--- src/rtl/if_fetch_ctrl_if.sv ---
// Fetch-stage bus bundle: instruction-memory request/response, branch-predictor
// exchange, execute redirect and the fetch-queue head toward decode.
interface if_fetch_ctrl_if #(
  parameter int XLEN = 32
);
  logic            mem_req_valid;
  logic [XLEN-1:0] mem_req_addr;
  logic            mem_req_ready;
  logic            mem_rsp_valid;
  logic [31:0]     mem_rsp_data;

  logic [XLEN-1:0] if_pc;
  logic [31:0]     inst;
  logic            inst_valid;
  logic [XLEN-1:0] bp_pc;
  logic            bp_taken;

  logic            ex_redirect;
  logic [XLEN-1:0] ex_redirect_pc;

  logic            fq_valid;
  logic [31:0]     fq_inst;
  logic [XLEN-1:0] fq_pc;
  logic [XLEN-1:0] fq_npc;
  logic            fq_pred_taken;
  logic            fq_ready;

  // The fetch controller drives the master side.
  modport master (
    output mem_req_valid, mem_req_addr, if_pc, inst, inst_valid,
           fq_valid, fq_inst, fq_pc, fq_npc, fq_pred_taken,
    input  mem_req_ready, mem_rsp_valid, mem_rsp_data, bp_pc, bp_taken,
           ex_redirect, ex_redirect_pc, fq_ready
  );

  modport slave (
    input  mem_req_valid, mem_req_addr, if_pc, inst, inst_valid,
           fq_valid, fq_inst, fq_pc, fq_npc, fq_pred_taken,
    output mem_req_ready, mem_rsp_valid, mem_rsp_data, bp_pc, bp_taken,
           ex_redirect, ex_redirect_pc, fq_ready
  );
endinterface

--- src/rtl/if_fetch_ctrl.sv ---
// Fetch-stage controller: owns the fetch PC, keeps one instruction fetch in
// flight, consults the predictor on each response and buffers results for decode.
module if_fetch_ctrl #(
  parameter int              XLEN     = 32,
  parameter logic [XLEN-1:0] RESET_PC = '0,
  parameter int              FQ_DEPTH = 4
) (
  input logic             clock,
  input logic             reset,
  if_fetch_ctrl_if.master bus
);

  localparam int PTR_W = $clog2(FQ_DEPTH);
  localparam int CNT_W = PTR_W + 1;

  if (FQ_DEPTH < 2 || (FQ_DEPTH & (FQ_DEPTH - 1)) != 0) begin : g_bad_depth
    $error("FQ_DEPTH must be a power of two and at least 2");
  end

  // DROP means a fetch is outstanding whose data must be thrown away.
  typedef enum logic [1:0] {
    ST_REQ  = 2'd0,
    ST_WAIT = 2'd1,
    ST_DROP = 2'd2
  } state_e;

  typedef struct packed {
    logic [31:0]     inst;
    logic [XLEN-1:0] pc;
    logic [XLEN-1:0] npc;
    logic            taken;
  } fq_entry_t;

  state_e           state_q, state_d;
  logic [XLEN-1:0]  pc_q, pc_d;
  logic [CNT_W-1:0] count_q, count_d;
  logic [PTR_W-1:0] wr_ptr_q, wr_ptr_d;
  logic [PTR_W-1:0] rd_ptr_q, rd_ptr_d;
  fq_entry_t        fq_mem_q [FQ_DEPTH];

  logic             fq_pop;
  logic             fq_push;
  logic             req_valid;
  logic [CNT_W-1:0] count_after_pop;
  fq_entry_t        head;
  fq_entry_t        new_entry;

  assign fq_pop          = (count_q != '0) && bus.fq_ready;
  assign count_after_pop = count_q - CNT_W'(fq_pop);
  assign new_entry       = '{inst: bus.mem_rsp_data, pc: pc_q, npc: bus.bp_pc, taken: bus.bp_taken};

  // NOTE: every always_comb output gets a default before the case so no path
  // leaves a variable unassigned, which would otherwise infer a latch.
  always_comb begin
    state_d   = state_q;
    pc_d      = pc_q;
    count_d   = count_q;
    wr_ptr_d  = wr_ptr_q;
    rd_ptr_d  = rd_ptr_q;
    req_valid = 1'b0;
    fq_push   = 1'b0;

    unique case (state_q)
      ST_REQ: begin
        // Request gating doubles as the guarantee that a response always finds a free slot.
        req_valid = reset && (count_after_pop < CNT_W'(FQ_DEPTH));
        if (req_valid && bus.mem_req_ready) begin
          state_d = bus.ex_redirect ? ST_DROP : ST_WAIT;
        end
      end
      ST_WAIT: begin
        if (bus.mem_rsp_valid) begin
          state_d = ST_REQ;
          fq_push = !bus.ex_redirect;
        end else if (bus.ex_redirect) begin
          state_d = ST_DROP;
        end
      end
      ST_DROP: begin
        if (bus.mem_rsp_valid) begin
          state_d = ST_REQ;
        end
      end
      default: state_d = ST_REQ;
    endcase

    if (bus.ex_redirect) begin
      pc_d     = bus.ex_redirect_pc;
      count_d  = '0;
      wr_ptr_d = '0;
      rd_ptr_d = '0;
    end else begin
      if (fq_push) begin
        pc_d     = bus.bp_pc;
        wr_ptr_d = wr_ptr_q + PTR_W'(1);
      end
      if (fq_pop) begin
        rd_ptr_d = rd_ptr_q + PTR_W'(1);
      end
      count_d = count_q + CNT_W'(fq_push) - CNT_W'(fq_pop);
    end
  end

  // NOTE: sequential state uses non-blocking assignments so every register
  // samples the pre-edge values, independent of statement order.
  always_ff @(posedge clock or negedge reset) begin
    if (!reset) begin
      state_q  <= ST_REQ;
      pc_q     <= RESET_PC;
      count_q  <= '0;
      wr_ptr_q <= '0;
      rd_ptr_q <= '0;
    end else begin
      state_q  <= state_d;
      pc_q     <= pc_d;
      count_q  <= count_d;
      wr_ptr_q <= wr_ptr_d;
      rd_ptr_q <= rd_ptr_d;
    end
  end

  // NOTE: queue storage is deliberately not reset; validity lives in count_q,
  // and the head outputs are masked while the queue is empty.
  always_ff @(posedge clock) begin
    if (fq_push) begin
      fq_mem_q[wr_ptr_q] <= new_entry;
    end
  end

  assign head = fq_mem_q[rd_ptr_q];

  assign bus.mem_req_valid = req_valid;
  assign bus.mem_req_addr  = pc_q;
  assign bus.if_pc         = pc_q;
  assign bus.inst          = bus.mem_rsp_data;
  assign bus.inst_valid    = fq_push;

  assign bus.fq_valid      = (count_q != '0);
  assign bus.fq_inst       = bus.fq_valid ? head.inst  : '0;
  assign bus.fq_pc         = bus.fq_valid ? head.pc    : '0;
  assign bus.fq_npc        = bus.fq_valid ? head.npc   : '0;
  assign bus.fq_pred_taken = bus.fq_valid && head.taken;

  a_no_push_when_full: assert property (@(posedge clock) disable iff (!reset)
    !(fq_push && !fq_pop && count_q == CNT_W'(FQ_DEPTH)));

endmodule

--- src/flat_wrapper.sv ---
// flat-port wrapper written by rule: the top's interface ports become plain ports
module if_fetch_ctrl_flat 
#(
  parameter int              XLEN     = 32,
  parameter logic [XLEN-1:0] RESET_PC = '0,
  parameter int              FQ_DEPTH = 4
)
  (clock, reset, bus_mem_req_valid, bus_mem_req_addr, bus_if_pc, bus_inst, bus_inst_valid, bus_fq_valid, bus_fq_inst, bus_fq_pc, bus_fq_npc, bus_fq_pred_taken, bus_mem_req_ready, bus_mem_rsp_valid, bus_mem_rsp_data, bus_bp_pc, bus_bp_taken, bus_ex_redirect, bus_ex_redirect_pc, bus_fq_ready);
  if_fetch_ctrl_if #(.XLEN(XLEN)) bus_i ();
  input logic clock;
  input logic reset;
  output wire logic [$bits(bus_i.mem_req_valid)-1:0] bus_mem_req_valid;
  output wire logic [$bits(bus_i.mem_req_addr)-1:0] bus_mem_req_addr;
  output wire logic [$bits(bus_i.if_pc)-1:0] bus_if_pc;
  output wire logic [$bits(bus_i.inst)-1:0] bus_inst;
  output wire logic [$bits(bus_i.inst_valid)-1:0] bus_inst_valid;
  output wire logic [$bits(bus_i.fq_valid)-1:0] bus_fq_valid;
  output wire logic [$bits(bus_i.fq_inst)-1:0] bus_fq_inst;
  output wire logic [$bits(bus_i.fq_pc)-1:0] bus_fq_pc;
  output wire logic [$bits(bus_i.fq_npc)-1:0] bus_fq_npc;
  output wire logic [$bits(bus_i.fq_pred_taken)-1:0] bus_fq_pred_taken;
  input wire logic [$bits(bus_i.mem_req_ready)-1:0] bus_mem_req_ready;
  input wire logic [$bits(bus_i.mem_rsp_valid)-1:0] bus_mem_rsp_valid;
  input wire logic [$bits(bus_i.mem_rsp_data)-1:0] bus_mem_rsp_data;
  input wire logic [$bits(bus_i.bp_pc)-1:0] bus_bp_pc;
  input wire logic [$bits(bus_i.bp_taken)-1:0] bus_bp_taken;
  input wire logic [$bits(bus_i.ex_redirect)-1:0] bus_ex_redirect;
  input wire logic [$bits(bus_i.ex_redirect_pc)-1:0] bus_ex_redirect_pc;
  input wire logic [$bits(bus_i.fq_ready)-1:0] bus_fq_ready;
  assign bus_mem_req_valid = bus_i.mem_req_valid;
  assign bus_mem_req_addr = bus_i.mem_req_addr;
  assign bus_if_pc = bus_i.if_pc;
  assign bus_inst = bus_i.inst;
  assign bus_inst_valid = bus_i.inst_valid;
  assign bus_fq_valid = bus_i.fq_valid;
  assign bus_fq_inst = bus_i.fq_inst;
  assign bus_fq_pc = bus_i.fq_pc;
  assign bus_fq_npc = bus_i.fq_npc;
  assign bus_fq_pred_taken = bus_i.fq_pred_taken;
  assign bus_i.mem_req_ready = bus_mem_req_ready;
  assign bus_i.mem_rsp_valid = bus_mem_rsp_valid;
  assign bus_i.mem_rsp_data = bus_mem_rsp_data;
  assign bus_i.bp_pc = bus_bp_pc;
  assign bus_i.bp_taken = bus_bp_taken;
  assign bus_i.ex_redirect = bus_ex_redirect;
  assign bus_i.ex_redirect_pc = bus_ex_redirect_pc;
  assign bus_i.fq_ready = bus_fq_ready;
  if_fetch_ctrl #(.XLEN(XLEN), .RESET_PC(RESET_PC), .FQ_DEPTH(FQ_DEPTH)) u_core (.clock(clock), .reset(reset), .bus(bus_i));
endmodule
--- config.mk ---
export PLATFORM = sky130hd
export DESIGN_NAME = if_fetch_ctrl_flat
export DESIGN_NICKNAME = d
export VERILOG_FILES = /design/src/rtl/if_fetch_ctrl_if.sv /design/src/rtl/if_fetch_ctrl.sv /design/src/flat_wrapper.sv
export SDC_FILE = /design/constraint.sdc
export NUM_CORES = 1
export LEC_CHECK = 0
export BUFFER_PORTS_ARGS = -buffer_cell sky130_fd_sc_hd__buf_2
export CAP_MARGIN = 20
export CORE_ASPECT_RATIO = 0.75
export CORE_MARGIN = 3
export CORE_UTILIZATION = 51
export DETAILED_ROUTE_END_ITERATION = 16
export PLACE_DENSITY = 0.77
export SLEW_MARGIN = 0
export SYNTH_ARGS = -nofsm -noshare
export SYNTH_HDL_FRONTEND = slang
export SYNTH_SLANG_ARGS = --single-unit
--- constraint.sdc ---
create_clock -name clock -period 3.3 [get_ports clock]
set_input_delay 0.165 -clock clock [delete_from_list [all_inputs] [get_ports clock]]
set_output_delay 0.165 -clock clock [all_outputs]
set_load 0.005 [all_outputs]
After elaboration in Yosys (flattened, before gate mapping)
Memory sizes are Yosys's and may differ from the RTL's.
Index checks and enable logic that the tools add are counted.
{ "word_totals": {"regBits": 41, "latch_bits": 0, "mem_bits_rw": 388, "rom_bits": 0, "input_bits": 103, "out_inout_bits": 196, "elab_cells": 48, "memories": 1} }
{ "memory_table": {"columns": ["memory", "depth", "word_bits", "rd", "rd_clocked_by_memory_dff", "write_ports", "line_no", "text"], "rows": [
  ["u_core.fq_mem_q", 4, 97, 1, 0, 1, "if_fetch_ctrl.sv:39", "fq_entry_t fq_mem_q [FQ_DEPTH];"]
]} }
{ "classes": {"n_addsub": 5, "multipliers": 0, "div": 0, "magnitude_cmp": 1, "eq_ne": 5, "shift": 0, "n_mux": 21, "n_bitwise": 0, "reduce_logical": 10} }
{ "op_table": {"columns": ["cell", "count"], "rows": [
  ["2-to-1 mux 32 bit", 5],
  ["2-to-1 mux 2 bit", 9],
  ["one-hot mux 2 bit (3 select lines)", 1],
  ["subtractor 3 x 1 -> 3 bit", 2],
  ["2-to-1 mux 1 bit", 5],
  ["adder 2 x 1 -> 2 bit, second input constant", 2],
  ["logical AND 1 bit", 4],
  ["nonzero test 2 bit", 2],
  ["adder 3 x 1 -> 3 bit", 1],
  ["less-than comparator 3 bit, second input constant", 1],
  ["2-to-1 mux 3 bit", 1],
  ["inequality test 3 bit, second input constant", 1],
  ["AND reduction 3 bit", 1],
  ["nonzero test 3 bit", 1],
  ["== test 2 x 1 -> 1 bit, second input constant", 1],
  ["== test 2 bit, second input constant", 1],
  ["logical NOT 2 bit", 1],
  ["inequality test 2 x 1 -> 1 bit, second input constant", 1],
  ["inequality test 2 bit, second input constant", 1],
  ["logical NOT 1 bit", 1]
]} }

Logic depth before layout (Yosys ltp)
Gate-level depths: netlist of the first run.
{ "depth": {"word_depth": 8, "ltp_mapped": 12, "depth_no_buf": 11} }

Worst setup path before layout of the first run
OpenSTA, ideal clock, no wires.
{ "synth_path": {"kind": "reg-to-reg", "startpoint": "register u_core.state_q[1]", "endpoint": "memory u_core.fq_mem_q[2][0] (netlist bit), enable pin", "setup_ns": 0.467, "arrival_time_ns": 3.175, "required_ns": 2.833, "setup_slack_ns": -0.342, "path_stages_with_launch": 4, "path_buffers": 0, "period_less_slack_ns": 3.642, "path_cell_list": "dfrtp_1 nand3b_1 nor2_1 and2_1"} }
{ "synth_between": {"elab_chain_cells": 4} }
{ "synth_lines": {"columns": ["item", "line_no", "text"], "rows": [
  ["from (decl)", "if_fetch_ctrl.sv:34", "state_e state_q, state_d;"],
  ["from (signal assigned)", "if_fetch_ctrl.sv:114", "state_q <= state_d;"],
  ["== test 2 x 1 -> 1 bit", "if_fetch_ctrl.sv:63", "unique case (state_q)"],
  ["2-to-1 mux 1 bit", "if_fetch_ctrl.sv:63", null],
  ["via bus_inst_valid", "flat_wrapper.sv:16", "output wire logic [$bits(bus_i.inst_valid)-1:0] bus_inst_valid;"],
  ["2-to-1 mux 1 bit", "if_fetch_ctrl.sv:125", "if (fq_push) begin"],
  ["2-to-1 mux 1 bit (implied by the code)", "if_fetch_ctrl.sv:126", "fq_mem_q[wr_ptr_q] <= new_entry;"],
  ["to (decl)", "if_fetch_ctrl.sv:39", null]
]} }
The timed path passes the listed nets, and every way through them passes these cells.

Final worst setup path of the first run
{ "layout_path": {"startpoint": "register u_core.state_q[1]", "endpoint": "register u_core.count_q[2]"} }
{ "layout_between": {"elab_chain_cells": 5} }
{ "layout_lines": {"columns": ["item", "line_no", "text"], "rows": [
  ["== test 2 x 1 -> 1 bit", "if_fetch_ctrl.sv:63", null],
  ["2-to-1 mux 1 bit", "if_fetch_ctrl.sv:63", null],
  ["adder 3 x 1 -> 3 bit", "if_fetch_ctrl.sv:100", "count_d = count_q + CNT_W'(fq_push) - CNT_W'(fq_pop);"],
  ["subtractor 3 x 1 -> 3 bit", "if_fetch_ctrl.sv:100", null],
  ["2-to-1 mux 3 bit", "if_fetch_ctrl.sv:87", "if (bus.ex_redirect) begin"],
  ["via u_core.count_d[2]", "if_fetch_ctrl.sv:36", "logic [CNT_W-1:0] count_q, count_d;"],
  ["to (signal assigned)", "if_fetch_ctrl.sv:116", "count_q <= count_d;"],
  ["to (decl)", "if_fetch_ctrl.sv:36", null]
]} }
The timed path passes the listed nets, and every way through them passes these cells.
A chain may end at the register's enable or synchronous reset.

==> results of run 1 <==
cells by family (layout without fill, tap and decap cells):
family | count (synthesis) | in the layout | share of synthesized area [%]
flops | 429 | 429 | 73.5
mux | 161 | 161 | 16.8
simple gates | 119 | 119 | 4.22
buf+inv | 113 | 484 | 4.30
compound gates | 8 | 8 | 0.356
fa+ha+maj | 7 | 7 | 0.551
xor+xnor | 4 | 4 | 0.203
final cells by class:
type / count / area (um2)
Timing Repair Buffer: 404 / 2630
Sequential cell: 429 / 12700
Clock inverter: 20 / 163
Inverter: 7 / 26.3
Fill cell: 2230 / 11900
Tap cell: 442 / 553
Multi-Input combinational cell: 299 / 3850
Clock buffer: 53 / 1080
worst paths after layout:
kind,to,cells after the start,slack (ns),start
setup / recovery,u_core.count_q[2],11,0.70,u_core.state_q[1]
hold / removal,u_core.bus.if_pc[4],3,0.03,bus_ex_redirect_pc[4]
setup reg to reg,u_core.count_q[2],11,0.70,u_core.state_q[1]
hold reg to reg,u_core.state_q[0],1,0.54,u_core.state_q[1]
max in group asynchronous,u_core.rd_ptr_q[0],3,2.40,reset
min in group asynchronous,u_core.bus.if_pc[31],3,0.39,reset
sequential cells by signal (all words and copies together) (netlist names):
name	cells
u_core.bus.if_pc	32
u_core.state_q	2
u_core.wr_ptr_q	2
u_core.fq_mem_q	388
u_core.count_q	3
u_core.rd_ptr_q	2
worst reg2reg max path, delay by kind of cell (launching register included):
| family | cells | cell delay [ns] |
|---|---|---|
| xor+xnor | 1 | 0.16 |
| simple gates | 4 | 0.91 |
| fa+ha+maj | 3 | 0.84 |
| buf+inv | 3 | 0.21 |
| flops | 1 | 0.42 |
routing by layer:
layer / part of all wire, % / vias to the layer above / wire length, um
met5: 0.035 / - / 13
met4: 1.4 / 2 / 531
met3: 6.6 / 46 / 2410
met2: 50 / 334 / 18300
met1: 42 / 4632 / 15400
li1: - / 3920 / -
synth_stat cells (2+ instances only):
master and number:
mux4_2 97, clkbuf_1 19, dfrtp_1 41, inv_1 7, nor2_1 7, mux2_1 4, nor2b_1 2, buf_4 65
edfxtp_1 388, mux2_2 60, ha_1 6, buf_8 2, xor2_1 3, nand2b_1 2, buf_6 4, buf_2 16
and2_1 102
power by group:
part / internal [mW] / switching [mW] / total [mW]
combinational: 1.90 / 1.74 / 3.64
clock: 2.48 / 1.91 / 4.39
sequential: 6.09 / 0.176 / 6.26
total: 10.5 / 3.83 / 14.3
metrics by stage:
step | util [%] | cells | worst slack [ns] | total power, mW
floorplan | - | 841 | 0.719 | 8.58
global placement | 57.3 | 1491 | 0.817 | 9.97
detailed placement | 57.3 | 1491 | 0.712 | 10.0
CTS | 63.8 | 1654 | 0.694 | 14.5
global route | 63.8 | 1654 | 0.457 | 15.0
finish | 63.8 | 1654 | 0.703 | 14.3
==> flow_summary.toml, run 1 <==
[synthesis]
synth-seq-area-share_pct = 73.5
yosysTopAreaCell = "edfxtp_1"
synth_cell_types = 33
netlist_area_um2 = 17200
synth.avg_cell_area_um2 = 20.5
ys_warn_count = 0
ys_async_sr_fraction_pct = 9.56
syn-instance-count = 841
syn_nets = 951
synth_top_area_share_pct = 67.6
yosys-top-cells-area = "edfxtp_1, mux4_2, dfrtp_1"
ys_seq_elements = 429
ys.flop_type = "edfxtp_1"
synth-edff-count = 388

[placed_design]
gp_congestion = 0.735
numPortBuffers = 298
dpl_cell_area_um2 = 18800
hpwl_um = 21600

[routing]
drc = 0
vias_per_cell = 5.40
routed_wirelength_um = 36700
first_pass_iters = 5
ant_nets = 0
vias = 8934
detail_route.wl_per_cell_um = 22.2
initialDrtViolationCount = 637

[die]
start_util_pct = 52.4
core_area_um2 = 32900
fp.dieH_um = 165
io_pins = 299
die_w_um = 218
rows = 57
die_area_um2 = 36100

[clock_tree]
clkTransAtPathRegs_ns = 0.06
cts_made_buffers = 41
clkLatencyLatePin_ns = 0.52
hold_buffers = 90
cts_tree = "built"
clock_sinks = 429
cts_setup_buffers = 0
cts.repair.resized = 0
cts_htree_levels = 2
cts_max_path_buffers = 3
root_buffer = "clkbuf_16"

[worst_setup_path]
cp-end-kind = "flip-flop"
critPathTopFamily = "simple AND/OR/NAND/NOR gates"
required_ns = 3.73
path_buf_inv = 3
arrival_ns = 3.03
worstPathMaxFanout = 7
cpPeakStageDelay_ns = 0.42
crit_path_start_kind = "flip-flop"
worstPathCellList = "nand3b_1, nor2_1, inv_1, ha_1, inv_1, ha_1, inv_1, fa_1, xor2_1, and2_1, nor3_1"
worstSetupPathType = "flip-flop to flip-flop"
crit_path_top_delay_cell = "dfrtp_1"
cp_common_cell = "inv_1"

[global_routing]
grt_max_degree = 99
grt_pass1_wl_um = 55800
antenna_found_initial = 1
grtUsageMet2_pct = 34.5
grt-ovfl-total = 0
first_global_vias = 9577
grt_use_total_pct = 20.5
gr-usage-met1_pct = 27.8
grt-busiest-layer = "met2"
grtUsageMet3_pct = 4.54

[layout]
final_area_um2 = 21000
final_cell_mix = "edfxtp_1, buf_2, and2_1, mux4_2, dlygate4sd3_1"
nets = 1292
area_growth_pct = 21.7
drive_gt1_share_pct = 44.0
antenna_cells = 0
final_common_cell = "edfxtp_1"

[min_path]
hold_path.class = "input pin to flip-flop"

[power_and_ir_drop]
powerDensity_nw_per_um2 = 681
ir_worst_vdd_uv = 509
p_leak_nw = 7.53

[timing]
slew_violations = 0
final.min_clock_period_ns = 2.60
fin_skew_ns = 0.0116
hold_violations = 0
slew_headroom_pct = 30.5
max_freq_mhz = 385
holdWs_ns = 0.0267
tns_ns = 0
fin_crit_sh_pct = 78.7
grt_setup_unrepaired = "no"
setup_viol = 0
tightest_slew_ns = 1.04

[flow_run]
max_cap_viol_count = 0

[run_status]
outcome = "completed"
(Power assumes the default switching activity.)
==> inputs of run 2 (changes only) <==
ABC_AREA = 1   (was unset)
CORE_UTILIZATION = 55   (was 51)
PLACE_DENSITY = 0.78   (was 0.77)
clock period = 2.6 ns   (was 3.3 ns; I/O delays follow)
==> run 2 against run 1 <==
  * Sequential power increased by 30%
  * First-iteration DRC count increased by 68%
  * Highest routed layer unchanged
  * Design area increased by 1.8%
  * Hold slack got worse by 0.0047 ns
  * Critical endpoint is now bus_fq_inst[5]
  * Worst setup slack got worse by 0.47 ns
  * Critical path depth decreased by 6
  * Sequential share of layout area decreased by 1.1 points
  * Global-route usage increased by 3.9 points
  * Register-to-register slack got worse by 0.30 ns
==> flow_summary.toml, run 2 <==
[synthesis]
synth-edff-count = 388
netlist_area_um2 = 17600
syn-instance-count = 1459
synth_compound_area_share_pct = 10.8
yosys-top-cells-area = "edfxtp_1, nor2_1, o21ai_0"
synth-xor-area-share_pct = 0.0498
synth_cell_types = 25
synth-seq-area-share_pct = 72.1
yosysMostFrequentCell = "nor2_1"
synthAdderAreaFrac_pct = 0.541
muxShareOfSynthArea_pct = 0
ys.flop_type = "edfxtp_1"
ys_seq_elements = 429
yosys.area_share.simple_pct = 10.4
synth_top_family_by_area = "compound AO/OA/AOI/OAI gates"
syn_nets = 1569
netlist_top_cells_count = "nor2_1, edfxtp_1, o21ai_0, a21oi_1, buf_4"
synth_top_area_share_pct = 66.3
ys_warn_count = 0
synth.avg_cell_area_um2 = 12.0
yosysTopAreaCell = "edfxtp_1"
ys_async_sr_fraction_pct = 9.56

[layout]
area_growth_pct = 21.6
final_cells = 2211
largest_reg_flops = 388
top_register = "u_core.fq_mem_q"
nets = 1881
final_util_pct = 68.1
antenna_cells = 0
final_area_um2 = 21400
seq_area_um2 = 12700
drive_gt1_share_pct = 22.2
final_cell_mix = "nor2_1, edfxtp_1, buf_2, o21ai_0, a21oi_1"
final_common_cell = "nor2_1"
fillers = 2166
multi_input_area_um2 = 3880

[flow_run]
max_cap_viol_count = 0

[placed_design]
numPortBuffers = 298
gp_congestion = 0.767
placed_cells = 2035
hpwl_um = 22400
dpl_cell_area_um2 = 19000

[worst_setup_path]
r2r_slack_ns = 0.40
crit_path_top_delay_cell = "dfrtp_4"
worstSetupPathType = "flip-flop to output pin"
ff2ff_path_depth = 11
r2r_end = "u_core.count_q[2]"
crit_path_start_kind = "flip-flop"
worstPathCellList = "inv_6, buf_12, o21ai_0, a21oi_1, buf_2"
cpPeakStageDelay_ns = 0.53
cp-end-kind = "output pin"
required_ns = 2.47
worstPathMaxFanout = 80
r2r-start = "u_core.state_q[1]"
arrival_ns = 2.24

[routing]
highest_layer = "met5"
wl_met1_um = 17800
vias_per_cell = 5.49
detail_route.wl_per_cell_um = 19.3
routed_wirelength_um = 42700
vias = 12100
ant_nets = 0
first_pass_iters = 5
wl_met2_um = 20400
dr_wl_met3_um = 3590
initialDrtViolationCount = 1071
drc = 0

[timing]
grt_setup_unrepaired = "no"
tightest_slew_ns = 0.651
slew_violations = 0
fin_crit_sh_pct = 91.2
max_freq_mhz = 422
slew_headroom_pct = 56.6
fin_skew_ns = 0.0186
setup_viol = 0
final.min_clock_period_ns = 2.37
tns_ns = 0
hold_violations = 0

[global_routing]
grt-ovfl-total = 0
first_global_vias = 11900
grt_max_degree = 196
grt_pass1_wl_um = 64800
grt_use_total_pct = 24.4
antenna_found_initial = 1

[die]
die_area_um2 = 34100
fp.dieH_um = 161
core_area_um2 = 31400
rows = 56
io_pins = 299
start_util_pct = 56.0
die_w_um = 212

[min_path]
min-delay-start = "bus_ex_redirect_pc[28]"
holdPathStages = 4
hold_end = "u_core.bus.if_pc[28]"
hold_path.class = "input pin to flip-flop"

[clock_tree]
root_buffer = "clkbuf_16"
clock_sinks = 429
cts_max_path_buffers = 3
cts_setup_buffers = 0
cts_htree_levels = 2
clkTransAtPathRegs_ns = 0.06
clkLatencyLatePin_ns = 0.55
cts_made_buffers = 42
cts_tree = "built"

[power_and_ir_drop]
ir_worst_vdd_uv = 585
power_mw = 19.3
p_leak_nw = 8.00
powerDensity_nw_per_um2 = 903

[run_status]
outcome = "completed"
[run 2: cell types whose count changed after synthesis, sizes merged, moves of 20 or more]
cell | previous run | this run
o21a | 0 | 32
clkbuf | 19 | 39
nor2 | 7 | 463
a21oi | 0 | 100
buf | 87 | 113
and2 | 102 | 0
o21ai | 1 | 231
mux4 | 97 | 0
mux2 | 64 | 0
[run 2: what timing repair did]
item,4_1_cts,5_1_grt
cloned,0,1
gates resized for setup,1,1
setup endpoints to repair,4,38
endpoints found under the hold margin,332,0
hold buffers,97,0
[run 2: power by group]
group	switching [mW]	internal, mW	total (mW)
Clock	2.50	3.41	5.91
Sequential	0.253	7.87	8.12
Combinational	3.33	1.94	5.27
[run 2: worst max path at each step]
stage                       startpoint                     to  slack, ns  cells past startpoint
global route        u_core.rd_ptr_q[0]        bus_fq_inst[30]       0.08                      5
CTS                 u_core.rd_ptr_q[0]          bus_fq_npc[1]       0.03                      6
floorplan            u_core.state_q[1]  u_core.fq_mem_q[0][0]      -0.07                      5
global placement     u_core.state_q[1]      u_core.count_q[2]       0.46                     11
detailed placement   u_core.state_q[0]      u_core.count_q[2]       0.41                     12
finish              u_core.rd_ptr_q[0]         bus_fq_inst[5]       0.23                      5
[run 2: area by class of cell]
class,instances,area share (%)
flip-flops and latches,429,59.4
multi-input cells,855,18.2
repair buffers,420,13.3
clock buffers,55,5.33
well taps,406,2.38
clock inverters,23,0.978
inverters,23,0.451
[run 2: per-layer routing]
layer / vias to the layer above / track usage [%]
li1: 5656 / -
met3: 89 / 5.04
met4: 2 / 7.16
met1: 5800 / 33.8
met5: - / 0
met2: 585 / 39.7
[run 2: per-stage QoR]
stage | setup WS, ns | hold WS [ns]
detailed placement | 0.410 | 0.354
floorplan | -0.0732 | -0.166
global placement | 0.460 | 0.345
finish | 0.230 | 0.0219
global route | 0.0800 | 0.0342
CTS | 0.0349 | 0.00235
[run 2: logic make-up (layout without fill, tap and decap cells)]
logic type | Yosys count | count (layout)
AOI/OAI and AO/OA | 363 | 363
xor gates and xnor gates | 1 | 1
adders and majority gates | 7 | 7
buffers and inverters | 175 | 521
DFF | 429 | 429
and+or+nand+nor | 484 | 484
[run 2: worst max-delay path: cells and delay by family, from the launching register on]
kind / cells / cell delay (ns)
buf+inv: 3 / 0.73
flops: 1 / 0.53
compound gates: 2 / 0.38
